`src/rtl/keypad_guess_entry.sv`:
```
`timescale 1ns/1ps
`default_nettype none
// ============================================================================
// Module      : keypad_guess_entry
// Description : 4x4 keypad scanner/debouncer feeding a two-digit BCD guess
//               entry FSM with a one-clock Load strobe for the game core.
// Revision    : 1.0 - initial release
// ============================================================================
module keypad_guess_entry #(
  parameter int SCAN_DIV        = 25000,
  parameter int DEBOUNCE_FRAMES = 5
) (
  input  logic       CLK,
  input  logic       Reset,
  input  logic [3:0] Col,
  output logic [3:0] Row,
  output logic [3:0] Data_out_ten_digit,
  output logic [3:0] Data_out_unit_digit,
  output logic       Load,
  output logic [1:0] Digit_cnt,
  output logic       Key_valid,
  output logic [3:0] Key_code
);

  localparam int DIV_W = (SCAN_DIV > 1) ? $clog2(SCAN_DIV) : 1;
  localparam int DB_W  = $clog2(DEBOUNCE_FRAMES + 1);
  localparam logic [DIV_W-1:0] c_DIV_LAST  = DIV_W'(SCAN_DIV - 1);
  localparam logic [DB_W-1:0]  c_DB_TARGET = DB_W'(DEBOUNCE_FRAMES);
  localparam logic [3:0]       c_KEY_B     = 4'hB;
  localparam logic [3:0]       c_KEY_E     = 4'hE;
  localparam logic [3:0]       c_KEY_F     = 4'hF;

  typedef enum logic [1:0] {
    EMPTY = 2'd0,
    ONE   = 2'd1,
    TWO   = 2'd2
  } state_t;

  function automatic logic [3:0] f_key_map(input logic [1:0] row, input logic [1:0] col);
    logic [3:0] k;
    case ({row, col})
      4'h0: k = 4'h1;  4'h1: k = 4'h2;  4'h2: k = 4'h3;  4'h3: k = 4'hA;
      4'h4: k = 4'h4;  4'h5: k = 4'h5;  4'h6: k = 4'h6;  4'h7: k = 4'hB;
      4'h8: k = 4'h7;  4'h9: k = 4'h8;  4'hA: k = 4'h9;  4'hB: k = 4'hC;
      4'hC: k = 4'hE;  4'hD: k = 4'h0;  4'hE: k = 4'hF;  default: k = 4'hD;
    endcase
    return k;
  endfunction

  logic [3:0]       r_col_meta;
  logic [3:0]       r_col_sync;
  logic [DIV_W-1:0] r_div;
  logic [1:0]       r_row_idx;
  logic [3:0]       r_row;
  logic [1:0]       r_frame_hits;
  logic [3:0]       r_frame_key;
  logic [4:0]       r_prev_res;
  logic [4:0]       r_db_state;
  logic [DB_W-1:0]  r_db_cnt;
  logic             r_key_valid;
  logic [3:0]       r_key_code;
  state_t           r_state;
  logic [3:0]       r_ten;
  logic [3:0]       r_unit;
  logic             r_load;

  logic             w_dwell_end;
  logic             w_frame_end;
  logic [1:0]       w_idx_nxt;
  logic [2:0]       w_row_hits;
  logic [1:0]       w_row_col;
  logic [3:0]       w_row_code;
  logic [2:0]       w_sum_hits;
  logic [1:0]       w_hits_sat;
  logic [4:0]       w_res;
  logic [DB_W-1:0]  w_cnt_nxt;
  logic             w_db_hit;
  logic             w_accept;
  state_t           w_state_nxt;
  logic [3:0]       w_ten_nxt;
  logic [3:0]       w_unit_nxt;
  logic             w_load_nxt;

  always_ff @(posedge CLK or negedge Reset) begin
    if (!Reset) begin
      r_col_meta <= 4'hF;
      r_col_sync <= 4'hF;
    end else begin
      r_col_meta <= Col;
      r_col_sync <= r_col_meta;
    end
  end

  assign w_dwell_end = (r_div == c_DIV_LAST);
  assign w_frame_end = w_dwell_end && (r_row_idx == 2'd3);
  assign w_idx_nxt   = r_row_idx + 2'd1;

  always_comb begin
    w_row_hits = '0;
    w_row_col  = '0;
    for (int c = 0; c < 4; c++) begin
      if (!r_col_sync[c]) begin
        w_row_hits = w_row_hits + 3'd1;
        w_row_col  = 2'(c);
      end
    end
  end

  assign w_row_code = f_key_map(r_row_idx, w_row_col);
  assign w_sum_hits = {1'b0, r_frame_hits} + w_row_hits;
  assign w_hits_sat = (w_sum_hits > 3'd1) ? 2'd2 : w_sum_hits[1:0];

  // Result is {valid, code}; all-zero stands for NONE (no key or ghosted).
  always_comb begin
    w_res = 5'b0;
    if (w_sum_hits == 3'd1) begin
      w_res = {1'b1, (r_frame_hits == 2'd0) ? w_row_code : r_frame_key};
    end
  end

  assign w_cnt_nxt = (w_res != r_prev_res)     ? DB_W'(1) :
                     (r_db_cnt == c_DB_TARGET) ? r_db_cnt : r_db_cnt + DB_W'(1);
  assign w_db_hit  = (w_cnt_nxt == c_DB_TARGET);
  assign w_accept  = w_frame_end && w_db_hit && !r_db_state[4] && w_res[4];

  always_ff @(posedge CLK or negedge Reset) begin
    if (!Reset) begin
      r_div        <= '0;
      r_row_idx    <= '0;
      r_row        <= 4'b1110;
      r_frame_hits <= '0;
      r_frame_key  <= '0;
    end else if (w_dwell_end) begin
      r_div     <= '0;
      r_row_idx <= w_idx_nxt;
      r_row     <= ~(4'b0001 << w_idx_nxt);
      if (w_frame_end) begin
        r_frame_hits <= '0;
      end else begin
        r_frame_hits <= w_hits_sat;
        if (w_row_hits == 3'd1 && r_frame_hits == 2'd0) r_frame_key <= w_row_code;
      end
    end else begin
      r_div <= r_div + DIV_W'(1);
    end
  end

  always_ff @(posedge CLK or negedge Reset) begin
    if (!Reset) begin
      r_prev_res  <= '0;
      r_db_state  <= '0;
      r_db_cnt    <= '0;
      r_key_valid <= 1'b0;
      r_key_code  <= '0;
    end else begin
      r_key_valid <= w_accept;
      if (w_accept) r_key_code <= w_res[3:0];
      if (w_frame_end) begin
        r_prev_res <= w_res;
        r_db_cnt   <= w_cnt_nxt;
        if (w_db_hit) r_db_state <= w_res;
      end
    end
  end

  always_ff @(posedge CLK or negedge Reset) begin
    if (!Reset) begin
      r_state <= EMPTY;
      r_ten   <= '0;
      r_unit  <= '0;
      r_load  <= 1'b0;
    end else begin
      r_state <= w_state_nxt;
      r_ten   <= w_ten_nxt;
      r_unit  <= w_unit_nxt;
      r_load  <= w_load_nxt;
    end
  end

  always_comb begin
    w_state_nxt = r_state;
    w_ten_nxt   = r_ten;
    w_unit_nxt  = r_unit;
    w_load_nxt  = 1'b0;
    if (r_key_valid) begin
      if (r_key_code <= 4'd9) begin
        case (r_state)
          EMPTY: begin
            w_unit_nxt  = r_key_code;
            w_ten_nxt   = '0;
            w_state_nxt = ONE;
          end
          ONE: begin
            w_ten_nxt   = r_unit;
            w_unit_nxt  = r_key_code;
            w_state_nxt = TWO;
          end
          default: ;
        endcase
      end else if (r_key_code == c_KEY_F) begin
        // Digits stay on the outputs after Load; only the count clears.
        if (r_state != EMPTY) begin
          w_load_nxt  = 1'b1;
          w_state_nxt = EMPTY;
        end
      end else if (r_key_code == c_KEY_E) begin
        w_ten_nxt   = '0;
        w_unit_nxt  = '0;
        w_state_nxt = EMPTY;
      end else if (r_key_code == c_KEY_B) begin
        case (r_state)
          TWO: begin
            w_unit_nxt  = r_ten;
            w_ten_nxt   = '0;
            w_state_nxt = ONE;
          end
          ONE: begin
            w_unit_nxt  = '0;
            w_ten_nxt   = '0;
            w_state_nxt = EMPTY;
          end
          default: ;
        endcase
      end
    end
  end

  assign Row                 = r_row;
  assign Data_out_ten_digit  = r_ten;
  assign Data_out_unit_digit = r_unit;
  assign Load                = r_load;
  assign Digit_cnt           = r_state;
  assign Key_valid           = r_key_valid;
  assign Key_code            = r_key_code;

endmodule
`default_nettype wire

```
`config.mk`:
```
export PLATFORM = sky130hd
export DESIGN_NAME = keypad_guess_entry
export DESIGN_NICKNAME = d
export VERILOG_FILES = /design/src/rtl/keypad_guess_entry.sv
export SDC_FILE = /design/constraint.sdc
export NUM_CORES = 1
export LEC_CHECK = 0
export CAP_MARGIN = 40
export CORE_UTILIZATION = 40
export CTS_BUF_LIST = sky130_fd_sc_hd__clkbuf_2 sky130_fd_sc_hd__clkbuf_4 sky130_fd_sc_hd__clkbuf_8
export DETAILED_ROUTE_END_ITERATION = 10
export PLACE_DENSITY_LB_ADDON = 0.3
export SYNTH_ARGS = -nofsm -noshare
export SYNTH_HDL_FRONTEND = slang
export SYNTH_SLANG_ARGS = --single-unit
```
`constraint.sdc`:
```
create_clock -name CLK -period 5.1 [get_ports CLK]
set_input_delay 1.02 -clock CLK [delete_from_list [all_inputs] [get_ports CLK]]
set_output_delay 1.02 -clock CLK [all_outputs]
set_load 0.01 [all_outputs]
```
==> results.tsv, run 1 <==
metric	value	unit
wl_per_cell	13.9	microns
cts_resized	0	
min_period	4080	ps
crit_arrival	4290	ps
yosysWarnings	0	
final_common_cell	nand2_1	
grt_max_degree	33	
cts_buffer_depth	2	
clock_sinks	60	
antenna_found_initial	0	
initial_core_util	41.2	%
synthFlopType	dfrtp_1	
ys_ff_latch	60	
num_antenna_cells	0	
p_leak	0.00164	uW
hold_viol	0	
synth_edf_count	0	
skew	13.3	ps
grtUsageTotal	17.0	%
tightest_slew	885	ps
ys_seq_area_share	45.0	%
slew_headroom	40.6	%
port_buffers	25	
drive_gt1_share	11.1	%
syn_area	3370	sq um
dp_hpwl	4730	microns
route.vias.total	2501	
report.final.setup_viol	0	
p_per_area	264	nW/um^2
postCtsSetupRepairBufs	0	
globalRoute.busiestLayer	met2	
gp_congestion	0.824	
nets	390	
fp.dieW	93.8	microns
seq_area	1520	sq um
coreArea	8180	sq um
cts_tree	yes	
worstPathRequired	5320	ps
end_kind	flop	
routed_wl	6590	microns
mostFrequentLayoutCells	52 x nand2_1, 49 x dfrtp_1, 24 x clkdlybuf4s50_1	
design_area	3920	sq um
nFillCells	786	
ant_nets	0	
first_pass_iters	4	
synth.distinct_cells	62	
finalSetupTns	0	ps
period_share	79.9	%
start_kind	flop	
multi_input_comb_area	1730	sq um
area_delta_synth_final	16.3	%
outcome	finished, final reports clean	
dpl_cell_area	3690	sq um
std_cell_rows	33	
root_buffer	clkbuf_8	
critPathMaxFanout	7	
use_met3	4.13	%
critical_path_class	flop to flop	
synth_fp_nets	363	
report.final.slew_viol_count	0	
syn_area_per_cell	9.97	sq um
ir_drop	131	uV
ios	26	
die_area	8790	sq um
use_met2	27.7	%
postCtsHoldBufs	0	
clk_latency	340	ps
viasPerCell	5.27	
h-tree-depth	3	
drv_cap	0	
synthArstFlopShare	100	%
fmax	0.245	GHz
drtIter0Drc	91	
clkTransAtPathRegs	70	ps
min_path_type	flop to flop	
die_h	93.8	microns
grt_overflow	0	
route.detailed.drc	0	
cts_buffers	9	
grt_pass1_wl	11600	microns
syn_inst	338	
grtUsageMet1	22.6	%
rsz0062_at_grt	no	
grt_pass1_vias	2453	
through the flow:
stage,total power [uW],hold WS (ps),setup WS [ps],utilization [%],std cells
floorplan,541,345,1270,-,338
global placement,558,346,1160,45.2,459
detailed placement,559,348,1030,45.2,459
CTS,1040,358,1020,47.9,475
global route,1080,366,743,47.9,475
finish,1030,357,1020,47.9,475
critical path: stages (launching register included):
cell	delay, ps
dfstp_2	550
inv_1	60
ha_1	310
xnor2_1	260
ha_1	280
mux2i_1	190
inv_1	80
fa_1	380
xnor3_1	390
and3_1	310
a211o_4	410
a2111oi_4	370
mux2_1	360
Yosys cell counts (all sizes together), types with 3 or more instances:
cell type / instances / area share [%]
nor2: 22 / 2.5
nand2: 52 / 5.8
buf: 5 / 1.3
mux2i: 5 / 1.5
nand2b: 4 / 0.74
clkbuf: 5 / 0.56
mux2: 3 / 1.1
inv: 18 / 2.0
and2: 3 / 0.56
o211ai: 3 / 0.67
dfrtp: 49 / 36
o31ai: 7 / 2.0
and3: 8 / 1.5
o21ai: 28 / 4.2
ha: 18 / 6.7
nor4bb: 5 / 1.5
xnor2: 10 / 2.6
a211o: 3 / 1.0
dfstp: 11 / 8.6
nor3: 3 / 0.45
a211oi: 6 / 2.0
xor2: 9 / 2.3
nand4: 7 / 1.3
nand3: 8 / 1.2
a22oi: 4 / 0.89
a2111oi: 3 / 1.3
a21oi: 8 / 1.3
report_power, final:
group | internal, uW | switching (uW)
Combinational | 22.2 | 42.0
Clock | 287 | 197
Sequential | 482 | 3.55
state kept, by name (all words and copies together) (netlist names), 3 cells and up:
register,cells
r_prev_res,5
r_div,15
Data_out_unit_digit,4
r_col_sync,4
Key_code,4
r_db_cnt,3
Data_out_ten_digit,4
r_col_meta,4
r_frame_key,4
Row,4
metal layers:
| metal | vias to the layer above | wire (microns) |
|---|---|---|
| met3 | 6 | 233 |
| li1 | 1244 | - |
| met4 | 0 | 54 |
| met5 | - | 0 |
| met2 | 47 | 3110 |
| met1 | 1204 | 3190 |
path summary, 6_finish.rpt:
path / slack (ps) / end / depth (start not counted) / from
setup reg to reg: 1020 / r_db_state[4] / 12 / r_col_sync[0]
hold reg to reg: 360 / r_col_sync[2] / 0 / r_col_meta[2]
min in group asynchronous: 710 / Data_out_ten_digit[1] / 1 / Reset
hold / removal: 360 / r_col_sync[2] / 0 / r_col_meta[2]
setup / recovery: 1020 / r_db_state[4] / 12 / r_col_sync[0]
max in group asynchronous: 3520 / r_div[12] / 2 / Reset
area by class of cell:
cell class	instances	area share (%)
multi-input combinational	250	44.0
sequential	60	38.7
timing repair buffer	26	6.45
clock buffer	10	3.51
tap	105	3.35
clock inverter	6	2.24
inverter	18	1.72
cells by family (layout without fill, tap and decap cells):
kind of cell               after synthesis  in the layout  synth area share (%)
DFF                                     60             60                  45.0
adders and majority gates               19             19                  7.28
xor gates and xnor gates                20             20                  5.61
and+or+nand+nor                        127            127                  19.2
muxes                                    8              8                  2.60
AOI/OAI and AO/OA                       76             76                  16.6
buffers and inverters                   28             60                  3.82
(Power assumes the default switching activity.)
==> inputs of run 2 (changes only) <==
==> constraint.sdc (replaced) <==
create_clock -name CLK -period 3.7 [get_ports CLK]
set_input_delay 0.74 -clock CLK [delete_from_list [all_inputs] [get_ports CLK]]
set_output_delay 0.74 -clock CLK [all_outputs]
set_load 0.01 [all_outputs]
==> run 2 against run 1 <==
  * Die area did not move
  * Critical path depth did not move
  * Sequential cell count did not move
  * First-iteration DRC count rose by 6.6%
  * Power rose by 25%
  * Cell count rose by 1.7%
  * Sequential power rose by 38%
  * Fmax rose by 16%
  * Routed wire length rose by 5.0%
  * Clock power rose by 5.0%
  * Utilization rose by 0.93 points
  * Critical path type unchanged
  * Critical endpoint unchanged
==> results.tsv, run 2 (synthesis gave the netlist of run 1 again) <==
metric	value	unit	change
port_buffers	25		unchanged
final_common_cell	nand2_1		unchanged
coreArea	8180	sq um	unchanged
rsz0062_at_grt	no		unchanged
clkTransAtPathRegs	70	ps	about the same
top_regs	r_div (15), r_prev_res (5)		unchanged
reg2regPathDepth	12		unchanged
routed_wl	6920	microns	was 6590 microns
mostFrequentLayoutCells	52 x nand2_1, 49 x dfrtp_1, 24 x clkdlybuf4s50_1		unchanged
grt_pass1_vias	2427		was 2453
grtUsageTotal	17.8	%	was 17.0%
reg2reg_setup_slack	190	ps	was 1020 ps
dp_hpwl	4870	microns	was 4730 microns
h-tree-depth	3		unchanged
crit_arrival	3740	ps	was 4290 ps
initial_core_util	41.2	%	unchanged
fmax	0.285	GHz	was 0.245 GHz
place_inst	466		was 459
ir_drop	177	uV	was 131 uV
die_h	93.8	microns	unchanged
report.final.setup_viol	0		unchanged
tightest_slew	848	ps	was 885 ps
root_buffer	clkbuf_8		unchanged
largest_register_ffs	15		unchanged
ant_nets	0		unchanged
start_kind	flop		unchanged
period_share	94.8	%	was 79.9%
drive_gt1_share	14.8	%	was 11.1%
fin_hold_ws	357	ps	about the same
fp.dieW	93.8	microns	unchanged
grt_pass1_wl	11900	microns	was 11600 microns
ios	26		unchanged
nets	399		was 390
die_area	8790	sq um	unchanged
hold_viol	0		unchanged
drv_cap	0		unchanged
gp_congestion	0.823		was 0.824
finalSetupTns	0	ps	unchanged
num_antenna_cells	0		unchanged
min_period	3510	ps	was 4080 ps
cts_buffers	9		unchanged
viasPerCell	5.25		was 5.27
critical_path_class	flop to flop		unchanged
r2r-end	r_db_state[4]		unchanged
postCtsHoldBufs	0		unchanged
wl_per_cell	14.3	microns	was 13.9 microns
critPathMaxFanout	7		unchanged
end_kind	flop		unchanged
hold_start	r_col_meta[2]		unchanged
regMostFlops	r_div		unchanged
route.vias.total	2538		was 2501
clock_sinks	60		unchanged
p_leak	0.00167	uW	was 0.00164 uW
area_delta_synth_final	18.5	%	was 16.3%
report.final.slew_viol_count	0		unchanged
min_path_type	flop to flop		unchanged
cts_buffer_depth	2		unchanged
hold-path-cell-count	0		unchanged
clk_latency	350	ps	was 340 ps
antenna_found_initial	0		unchanged
grt_overflow	0		unchanged
first_pass_iters	5		was 4
drtIter0Drc	97		was 91
std_cell_rows	33		unchanged
outcome	finished, final reports clean		unchanged
p_per_area	324	nW/um^2	was 264 nW/um^2
r2r_start	r_col_sync[0]		unchanged
skew	8.77	ps	was 13.3 ps
route.detailed.drc	0		unchanged
grt_max_degree	23		was 33
nFillCells	763		was 786
min_to	r_col_sync[2]		unchanged
slew_headroom	43.1	%	was 40.6%
layout.cells.non_filler	483		was 475
cts_tree	yes		unchanged
worstPathRequired	3930	ps	was 5320 ps
## run 2: per-layer routing
metal | vias up | GRT usage (%) | share of wire (%)
met3 | 9 | 4.94 | 4.3
met4 | 0 | 6.28 | 1.2
met5 | - | 0 | 0
li1 | 1263 | - | -
met1 | 1213 | 23.1 | 48
met2 | 53 | 28.3 | 47
## run 2: worst max path at each step
stage / startpoint / to / slack [ps] / cells past startpoint
6_report: r_col_sync[0] / r_db_state[4] / 190 / 12
4_1_cts: r_col_sync[0] / r_db_state[4] / 40 / 12
3_5_place_dp: r_col_sync[0] / r_db_state[4] / 0.002 / 14
2_1_floorplan: r_col_sync[0] / r_db_state[4] / 80 / 13
3_3_place_gp: r_col_sync[0] / r_db_state[4] / 80 / 12
5_1_grt: r_col_sync[0] / r_db_state[4] / 20 / 12
## run 2: final cells by class
class	count	area, sq um	share of cell area, %
multi-input combinational	250	1770	44.4
sequential	60	1520	37.9
timing repair buffer	35	344	8.62
clock buffer	10	131	3.29
tap	105	131	3.29
inverter	18	67.6	1.69
clock inverter	5	30.0	0.752
## run 2: repair_timing
action / in CTS / in global routing
pin swaps: 0 / 6
hold endpoints to repair: 0 / 0
gates resized for setup: 2 / 7
setup endpoints to repair: 1 / 7
setup buffers: 0 / 3
## run 2: critical path, stage by stage, from the launching register on
cell and delay, ps:
dfstp_2 550, inv_2 60, ha_4 240, xnor2_2 140
ha_1 290, mux2i_1 180, inv_1 80, fa_2 330
xnor3_1 220, and3_4 230, a211o_4 380, a2111oi_4 380
mux2_4 330
## run 2: power breakdown
part	total (uW)	switching, uW	internal (uW)
clock	508	265	243
sequential	669	4.79	664
combinational	119	66.7	52.1
## run 2: per-stage QoR
step / util (%) / instance area (sq um) / worst slack, ps / total power [uW]
after floorplan: - / 3380 / 79.6 / 748
after global placement: 45.8 / 3740 / 76.7 / 781
after detailed placement: 46.1 / 3770 / 0.00244 / 788
after CTS: 48.3 / 3950 / 35.6 / 1310
after global routing: 48.9 / 3990 / 18.5 / 1360
final: 48.9 / 3990 / 191 / 1300
